<file path="src/rtl/line_assembler_if.sv">
// line_assembler_if: symbol input, line acknowledge and buffer readback of the line assembler.
interface line_assembler_if #(
    parameter int DATA_W = 8,
    parameter int AW     = 6
);
    logic              i_data_latch;
    logic [DATA_W-1:0] i_data;
    logic              i_line_ack;
    logic [AW-1:0]     i_rd_addr;
    logic [DATA_W-1:0] o_rd_data;
    logic              o_line_ready;
    logic              o_line_pulse;
    logic [AW:0]       o_line_len;
    logic              o_overflow;
    logic              o_dropped;

    modport master (
        output i_data_latch, i_data, i_line_ack, i_rd_addr,
        input  o_rd_data, o_line_ready, o_line_pulse, o_line_len, o_overflow, o_dropped
    );

    modport slave (
        input  i_data_latch, i_data, i_line_ack, i_rd_addr,
        output o_rd_data, o_line_ready, o_line_pulse, o_line_len, o_overflow, o_dropped
    );
endinterface

</file>
<file path="src/rtl/line_assembler.sv">
// line_assembler: buffers received symbols into a line, matches a 1/2-symbol terminator and holds the line until acked.
module line_assembler #(
    parameter int                DATA_W     = 8,
    parameter int                DEPTH      = 64,
    parameter int                TERM_LEN   = 2,
    parameter logic [DATA_W-1:0] TERM0      = 8'h0D,
    parameter logic [DATA_W-1:0] TERM1      = 8'h0A,
    parameter bit                STRIP_TERM = 1'b1
) (
    input logic             i_clk,
    input logic             i_rst_n,
    line_assembler_if.slave bus
);
    localparam int          AW   = $clog2(DEPTH);
    localparam logic [AW:0] FULL = (AW+1)'(DEPTH);
    localparam logic [AW:0] ONE  = (AW+1)'(1);
    localparam logic [AW:0] ADJ  = (AW+1)'(STRIP_TERM ? TERM_LEN : 0);

    typedef enum logic [1:0] {COLLECT, HOLD, DISCARD} state_t;

    state_t            r_state, w_state_nxt;
    logic [DATA_W-1:0] r_mem [DEPTH];
    logic [AW:0]       r_count, r_line_len;
    logic [DATA_W-1:0] r_prev, r_rd_data;
    logic              r_prev_valid, r_line_pulse, r_overflow, r_dropped;
    logic              w_match, w_track, w_store, w_done, w_overflow, w_drop, w_resync, w_restart;

    always_comb begin
        w_match    = (TERM_LEN == 1) ? (bus.i_data == TERM1)
                                     : (r_prev_valid && r_prev == TERM0 && bus.i_data == TERM1);
        w_track    = bus.i_data_latch && r_state != HOLD;
        w_store    = w_track && r_state == COLLECT && r_count != FULL;
        w_done     = w_store && w_match;
        w_overflow = w_track && r_state == COLLECT && r_count == FULL;
        w_drop     = bus.i_data_latch && r_state == HOLD;
        w_resync   = w_track && r_state == DISCARD && w_match;
        w_restart  = w_resync || (r_state == HOLD && bus.i_line_ack);
    end

    always_ff @(posedge i_clk or negedge i_rst_n)
        if (!i_rst_n)
            r_state <= COLLECT;
        else
            r_state <= w_state_nxt;

    // Every qualifier above is already gated by the state it applies to.
    always_comb begin
        w_state_nxt = w_done ? HOLD : w_overflow ? DISCARD : w_restart ? COLLECT : r_state;
    end

    always_ff @(posedge i_clk or negedge i_rst_n) begin
        if (!i_rst_n) begin
            r_count      <= '0;
            r_prev       <= '0;
            r_prev_valid <= 1'b0;
            r_line_len   <= '0;
            r_line_pulse <= 1'b0;
            r_overflow   <= 1'b0;
            r_dropped    <= 1'b0;
            r_rd_data    <= '0;
        end else begin
            r_count      <= w_restart ? '0 : w_store ? r_count + ONE : r_count;
            r_prev       <= w_track ? bus.i_data : r_prev;
            r_prev_valid <= !w_restart && (w_track || r_prev_valid);
            r_line_len   <= w_done ? r_count + ONE - ADJ : r_line_len;
            r_line_pulse <= w_done;
            r_overflow   <= w_overflow;
            r_dropped    <= w_drop;
            r_rd_data    <= r_mem[bus.i_rd_addr];
        end
    end

    // Line storage is deliberately left out of reset.
    always_ff @(posedge i_clk)
        if (w_store)
            r_mem[r_count[AW-1:0]] <= bus.i_data;

    always_comb begin
        bus.o_line_ready = r_state == HOLD;
        bus.o_line_pulse = r_line_pulse;
        bus.o_line_len   = r_line_len;
        bus.o_overflow   = r_overflow;
        bus.o_dropped    = r_dropped;
        bus.o_rd_data    = r_rd_data;
    end
endmodule

</file>
<file path="src/flat_wrapper.sv">
// flat-port wrapper written by rule: the top's interface ports become plain ports
module line_assembler_flat 
#(
    parameter int                DATA_W     = 8,
    parameter int                DEPTH      = 64,
    parameter int                TERM_LEN   = 2,
    parameter logic [DATA_W-1:0] TERM0      = 8'h0D,
    parameter logic [DATA_W-1:0] TERM1      = 8'h0A,
    parameter bit                STRIP_TERM = 1'b1
)
  (i_clk, i_rst_n, bus_i_data_latch, bus_i_data, bus_i_line_ack, bus_i_rd_addr, bus_o_rd_data, bus_o_line_ready, bus_o_line_pulse, bus_o_line_len, bus_o_overflow, bus_o_dropped);
  line_assembler_if #(.DATA_W(DATA_W), .AW(6)) bus_i ();
  input logic i_clk;
  input logic i_rst_n;
  input wire logic [$bits(bus_i.i_data_latch)-1:0] bus_i_data_latch;
  input wire logic [$bits(bus_i.i_data)-1:0] bus_i_data;
  input wire logic [$bits(bus_i.i_line_ack)-1:0] bus_i_line_ack;
  input wire logic [$bits(bus_i.i_rd_addr)-1:0] bus_i_rd_addr;
  output wire logic [$bits(bus_i.o_rd_data)-1:0] bus_o_rd_data;
  output wire logic [$bits(bus_i.o_line_ready)-1:0] bus_o_line_ready;
  output wire logic [$bits(bus_i.o_line_pulse)-1:0] bus_o_line_pulse;
  output wire logic [$bits(bus_i.o_line_len)-1:0] bus_o_line_len;
  output wire logic [$bits(bus_i.o_overflow)-1:0] bus_o_overflow;
  output wire logic [$bits(bus_i.o_dropped)-1:0] bus_o_dropped;
  assign bus_i.i_data_latch = bus_i_data_latch;
  assign bus_i.i_data = bus_i_data;
  assign bus_i.i_line_ack = bus_i_line_ack;
  assign bus_i.i_rd_addr = bus_i_rd_addr;
  assign bus_o_rd_data = bus_i.o_rd_data;
  assign bus_o_line_ready = bus_i.o_line_ready;
  assign bus_o_line_pulse = bus_i.o_line_pulse;
  assign bus_o_line_len = bus_i.o_line_len;
  assign bus_o_overflow = bus_i.o_overflow;
  assign bus_o_dropped = bus_i.o_dropped;
  line_assembler #(.DATA_W(DATA_W), .DEPTH(DEPTH), .TERM_LEN(TERM_LEN), .TERM0(TERM0), .TERM1(TERM1), .STRIP_TERM(STRIP_TERM)) u_core (.i_clk(i_clk), .i_rst_n(i_rst_n), .bus(bus_i));
endmodule
</file>
<file path="config.mk">
export PLATFORM = sky130hd
export DESIGN_NAME = line_assembler_flat
export DESIGN_NICKNAME = d
export VERILOG_FILES = /design/src/rtl/line_assembler_if.sv /design/src/rtl/line_assembler.sv /design/src/flat_wrapper.sv
export SDC_FILE = /design/constraint.sdc
export NUM_CORES = 1
export LEC_CHECK = 0
export ABC_AREA = 1
export BUFFER_PORTS_ARGS = -buffer_cell sky130_fd_sc_hd__buf_2
export CAP_MARGIN = 20
export CORE_MARGIN = 2
export CORE_UTILIZATION = 60
export CTS_BUF_LIST = sky130_fd_sc_hd__clkbuf_8 sky130_fd_sc_hd__clkbuf_16
export CTS_CLUSTER_DIAMETER = 80
export DETAILED_ROUTE_END_ITERATION = 12
export PLACE_DENSITY_LB_ADDON = 0.1
export SLEW_MARGIN = 20
export SYNTH_ARGS = -nofsm -noshare
export SYNTH_HDL_FRONTEND = slang
export SYNTH_SLANG_ARGS = --single-unit
</file>
<file path="constraint.sdc">
create_clock -name i_clk -period 3.1 [get_ports i_clk]
set_input_delay 0 -clock i_clk [delete_from_list [all_inputs] [get_ports i_clk]]
set_output_delay 0 -clock i_clk [all_outputs]
set_load 0.02 [all_outputs]
</file>
After elaboration in Yosys (flattened, before gate mapping)
Memories as Yosys holds them, arrays and structs flattened. A register that Yosys moved wholly into a read port is not among the register bits.
Cells that the tools add are included.
{ "totals": {"register_bits": 28, "mem_bits_rw": 512, "inputBits": 18, "mem_count": 1} }
{ "op_classes": {"add_sub_neg": 2, "eq_ne": 7, "n_mux": 7, "n_reduce_logical": 19} }
{ "mem_list": {"columns": ["memory", "words", "word_bits", "rd", "rd_clocked_by_memory_dff", "wr", "line_no", "rtl"], "rows": [
  ["u_core.r_mem", 64, 8, 1, 1, 1, "line_assembler.sv:22", "logic [DATA_W-1:0] r_mem [DEPTH];"]
]} }
{ "op_table": {"columns": ["op", "count"], "rows": [
  ["$eq A8 B4 Y1 const B", 2],
  ["$mux W7", 2],
  ["$logic_and A1 B1 Y1", 12],
  ["$add A7 B1 Y7 const B", 1],
  ["$eq A7 B7 Y1 const B", 1],
  ["$ne A7 B7 Y1 const B", 1],
  ["$sub A7 B2 Y7 const B", 1],
  ["$mux W2", 3],
  ["$reduce_bool A3 Y1", 1],
  ["$eq A2 B1 Y1 const B", 1],
  ["$eq A2 B2 Y1 const B", 1],
  ["$logic_not A1 Y1", 2],
  ["$logic_not A2 Y1", 1],
  ["$logic_or A1 B1 Y1", 2],
  ["$mux W1", 2],
  ["$ne A2 B1 Y1 const B", 1],
  ["$reduce_bool A2 Y1", 1]
]} }

Longest topological paths before layout
{ "logic_depth": {"word_depth": 8, "mapped_depth": 12, "mapped_depth_nobuf": 10} }

Worst setup path after synthesis
No wires, ideal clock.
{ "synth_path": {"path_type": "reg-to-reg", "startpoint": "register u_core.r_count[0]", "endpoint": "memory u_core.r_mem[47][0] (enable)", "setup_ns": 0.395, "arrival_ns": 1.855, "required_time_ns": 2.705, "slack_ns": 0.851, "path_stages_with_launch": 8, "n_path_buf": 0, "path_cell_list": "dfrtp_1 > inv_2 > ha_1 > nand3_2 > nor2_2 > nor2_4 > inv_2 > nor4_1"} }
{ "synth_via": {"elab_chain_len": 4} }
{ "synth_lines": {"columns": ["item", "line_no", "rtl"], "rows": [
  ["start, declared", "line_assembler.sv:23", "logic [AW:0] r_count, r_line_len;"],
  ["start signal, assigned", "line_assembler.sv:62", "r_count <= w_restart ? '0 : w_store ? r_count + ONE : r_count;"],
  ["$ne A7 B7 Y1", "line_assembler.sv:32", "w_store = w_track && r_state == COLLECT && r_count != FULL;"],
  ["$logic_and A1 B1 Y1", "line_assembler.sv:32", null],
  ["$mux W1", "line_assembler.sv:75", "if (w_store)"],
  ["$mux W1 (implied by the code)", "line_assembler.sv:76", "r_mem[r_count[AW-1:0]] <= bus.i_data;"],
  ["end, declared", "line_assembler.sv:22", null]
]} }
Several ways; a longest one is shown, not always the timed one.

==> reports/qor.json <==
{
  "outcome": {"value": "complete, no violations"},
  "core_region_area": {"value": 0.0373, "unit": "mm²"},
  "grt_pass1_vias": {"value": 14400},
  "syn_nets": {"value": 2029},
  "antenna_cells_inserted": {"value": 0},
  "core.rowCount": {"value": 71},
  "highest_count_cells_in_the_layout_ignoring_fill_and_taps": {"value": "nand2_1, edfxtp_1, nand3_1"},
  "final.setup_skew": {"value": 21.8, "unit": "ps"},
  "part_of_the_cycle_the_worst_path_needs": {"value": 0.856},
  "slew-limit-headroom": {"value": 0.273},
  "global_route_wire_length_before_repair": {"value": 85500, "unit": "µm"},
  "seq_area_frac_synth": {"value": 0.722},
  "summed_instance_area_of_the_synthesized_netlist": {"value": 0.0226, "unit": "mm²"},
  "synthCells": {"value": 2008},
  "post_drt_wl_per_cell": {"value": 21.9, "unit": "µm"},
  "die-height": {"value": 198, "unit": "µm"},
  "worstSetupStartpointType": {"value": "input pin"},
  "ir_worst_vdd": {"value": 0.547, "unit": "mV"},
  "numCtsBuffers": {"value": 53},
  "globalRouteOverflowTotal": {"value": 0},
  "postSynthRegisterBits": {"value": 548},
  "finalWorstPathRequiredPeriod": {"value": 2650, "unit": "ps"},
  "fillers": {"value": 2786},
  "pwr_cell_area": {"value": 666, "unit": "mW/mm²"},
  "final_hold_viol_count": {"value": 0},
  "drcViolationCount": {"value": 0},
  "setup.worst_path.end_class": {"value": "flip-flop"},
  "global_placer_s_final_weighted_congestion": {"value": 0.934},
  "drt-initial-drc-count": {"value": 1725},
  "clock-root-buffer": {"value": "clkbuf_16"},
  "vias_per_cell": {"value": 5.88},
  "drt_first_pass_iters": {"value": 6},
  "grt_setup_unrepaired": {"value": "no"},
  "area_used_by_multi_input_combinational_logic": {"value": 0.00558, "unit": "mm²"},
  "layout.cells.most_common": {"value": "nand2_1"},
  "io_buffers": {"value": 36},
  "half_perimeter_wire_length_after_detailed_placement": {"value": 32600, "unit": "µm"},
  "detail_route.wirelength": {"value": 56600, "unit": "µm"},
  "io_pins": {"value": 37},
  "synth_warnings": {"value": 0},
  "grt_max_degree": {"value": 129},
  "register_area": {"value": 0.0163, "unit": "mm²"},
  "post-place-ws": {"value": 514, "unit": "ps"},
  "final.setup.tns": {"value": 0, "unit": "ps"},
  "max_clock_freq": {"value": 377, "unit": "MHz"},
  "postLayoutSetupSlackWorst": {"value": 445, "unit": "ps"},
  "route.vias.total": {"value": 15200},
  "required": {"value": 3630, "unit": "ps"},
  "grt_antenna_before_repair": {"value": 0},
  "die_area": {"value": 0.0392, "unit": "mm²"},
  "post-route-util": {"value": 0.678},
  "die_x": {"value": 198, "unit": "µm"},
  "post-cts-setup-buffer-count": {"value": 0},
  "start_util": {"value": 0.604},
  "cts_tree": {"value": "built"},
  "post_route_cells_drive_above_1_share": {"value": 0.0940},
  "num-nets-final": {"value": 2085},
  "avgSynthCellArea": {"value": 11.2, "unit": "µm²"},
  "synth_cell_types": {"value": 27},
  "clock_tree.buffer_depth": {"value": 3},
  "power.static_leakage": {"value": 9.62, "unit": "nW"},
  "post-layout-total-power": {"value": 16.8, "unit": "mW"},
  "hold_path_class": {"value": "input pin to flip-flop"},
  "final-setup-viol-count": {"value": 0},
  "arrival": {"value": 3180, "unit": "ps"},
  "grtUsageTotal": {"value": 0.297},
  "critical_path_class": {"value": "input pin to flip-flop"},
  "clk-insertion-delay-late": {"value": 610, "unit": "ps"},
  "clkSlewWorstSetupHoldPaths": {"value": 60, "unit": "ps"},
  "max_slew.worst_pin.slew": {"value": 1090, "unit": "ps"},
  "maxCapViolations": {"value": 0},
  "detail-route-antenna-nets": {"value": 0},
  "crit_fanout": {"value": 61},
  "cts_max_level": {"value": 2},
  "cts.sinks": {"value": 548},
  "layout-area-overhead-vs-synth": {"value": 12.1, "unit": "%"},
  "final-max-slew-violation-count": {"value": 0}
}
logic make-up (layout without fill, tap and decap cells):
group / count (synthesis) / count (layout) / synth area share
fa+ha+maj: 3 / 3 / 0.00166
compound gates: 23 / 23 / 0.00521
xor+xnor: 1 / 1 / 0.000388
simple gates: 1267 / 1267 / 0.240
flops: 548 / 548 / 0.722
buf+inv: 166 / 265 / 0.0311
what timing repair did:
action,CTS,global route
gates resized for setup,0,0
endpoints found under the hold margin,71,0
hold buffers,16,0
Yosys cell counts, drive strengths merged:
cell | instances | area share
nand2 | 711 | 0.12
and2 | 1 | 0.00028
nor3b | 1 | 0.00083
dfrtp | 36 | 0.040
o21bai | 1 | 0.00033
xnor2 | 1 | 0.00039
clkbuf | 33 | 0.0055
buf | 80 | 0.017
nor2 | 89 | 0.016
edfxtp | 512 | 0.68
nand3 | 447 | 0.099
a21oi | 1 | 0.00022
inv | 53 | 0.0088
o21ai | 21 | 0.0047
nor4 | 3 | 0.00083
nand4 | 8 | 0.0028
nor3 | 7 | 0.0016
ha | 3 | 0.0017
per-layer routing:
| metal | vias up | routed length (µm) | track usage |
|---|---|---|---|
| met1 | 7266 | 23700 | 0.427 |
| met5 | - | 0 | 0 |
| li1 | 7058 | - | - |
| met3 | 110 | 5100 | 0.0581 |
| met4 | 0 | 1650 | 0.0955 |
| met2 | 747 | 26200 | 0.463 |
metrics by stage:
step	area, µm²	hold WS [ps]	std cells
2_1_floorplan	22600	-296	2008
3_3_place_gp	23400	186	2467
3_5_place_dp	23400	191	2467
4_1_cts	25300	41.7	2581
5_1_grt	25300	92.5	2581
6_report	25300	69.6	2581
layout make-up:
class | instances | share of cell area
sequential | 548 | 0.644
inverter | 53 | 0.00816
clock inverter | 40 | 0.0140
timing repair buffer | 114 | 0.0342
multi-input combinational | 1294 | 0.221
clock buffer | 58 | 0.0561
tap | 474 | 0.0234
power by group:
| part | internal, mW | switching (mW) | total, mW |
|---|---|---|---|
| logic | 0.456 | 1.37 | 1.83 |
| registers | 8.37 | 0.131 | 8.50 |
| clock network | 3.85 | 2.67 | 6.51 |
final timing paths:
check | from | end | cells after the start | slack (ps)
worst min-delay path | bus_i_rd_addr[3] | u_core.bus.o_rd_data[6] | 6 | 70
worst min register to register | u_core.r_prev[3] | u_core.r_prev[3] | 2 | 470
worst max-delay path | bus_i_rd_addr[0] | u_core.bus.o_rd_data[4] | 13 | 450
worst max register to register | u_core.r_count[0] | u_core.r_mem[40][6] | 9 | 490
max in group asynchronous | i_rst_n | u_core.bus.o_line_len[3] | 2 | 2380
min in group asynchronous | i_rst_n | u_core.bus.o_rd_data[1] | 2 | 110
flip-flops by register name, summed over array words and instances, names as in the netlist:
register and count:
u_core.bus.o_line_len 7, u_core.bus.o_line_pulse 1, u_core.bus.o_dropped 1, u_core.r_count 7, u_core.r_prev_valid 1, u_core.r_state 2
u_core.r_mem 512, u_core.bus.o_rd_data 8, u_core.bus.o_overflow 1, u_core.r_prev 8
worst max-delay path: stages:
cell and delay (ps):
buf_6 210, inv_6 400, buf_4 570, nand2_1 130
nand3_1 110, nand3_1 110, nand2_1 150, nand2_1 60
nand3_1 130, nand3_1 80, dlygate4sd3_1 560, nand2_1 60
dlygate4sd3_1 550
(Power assumes the default switching activity.)
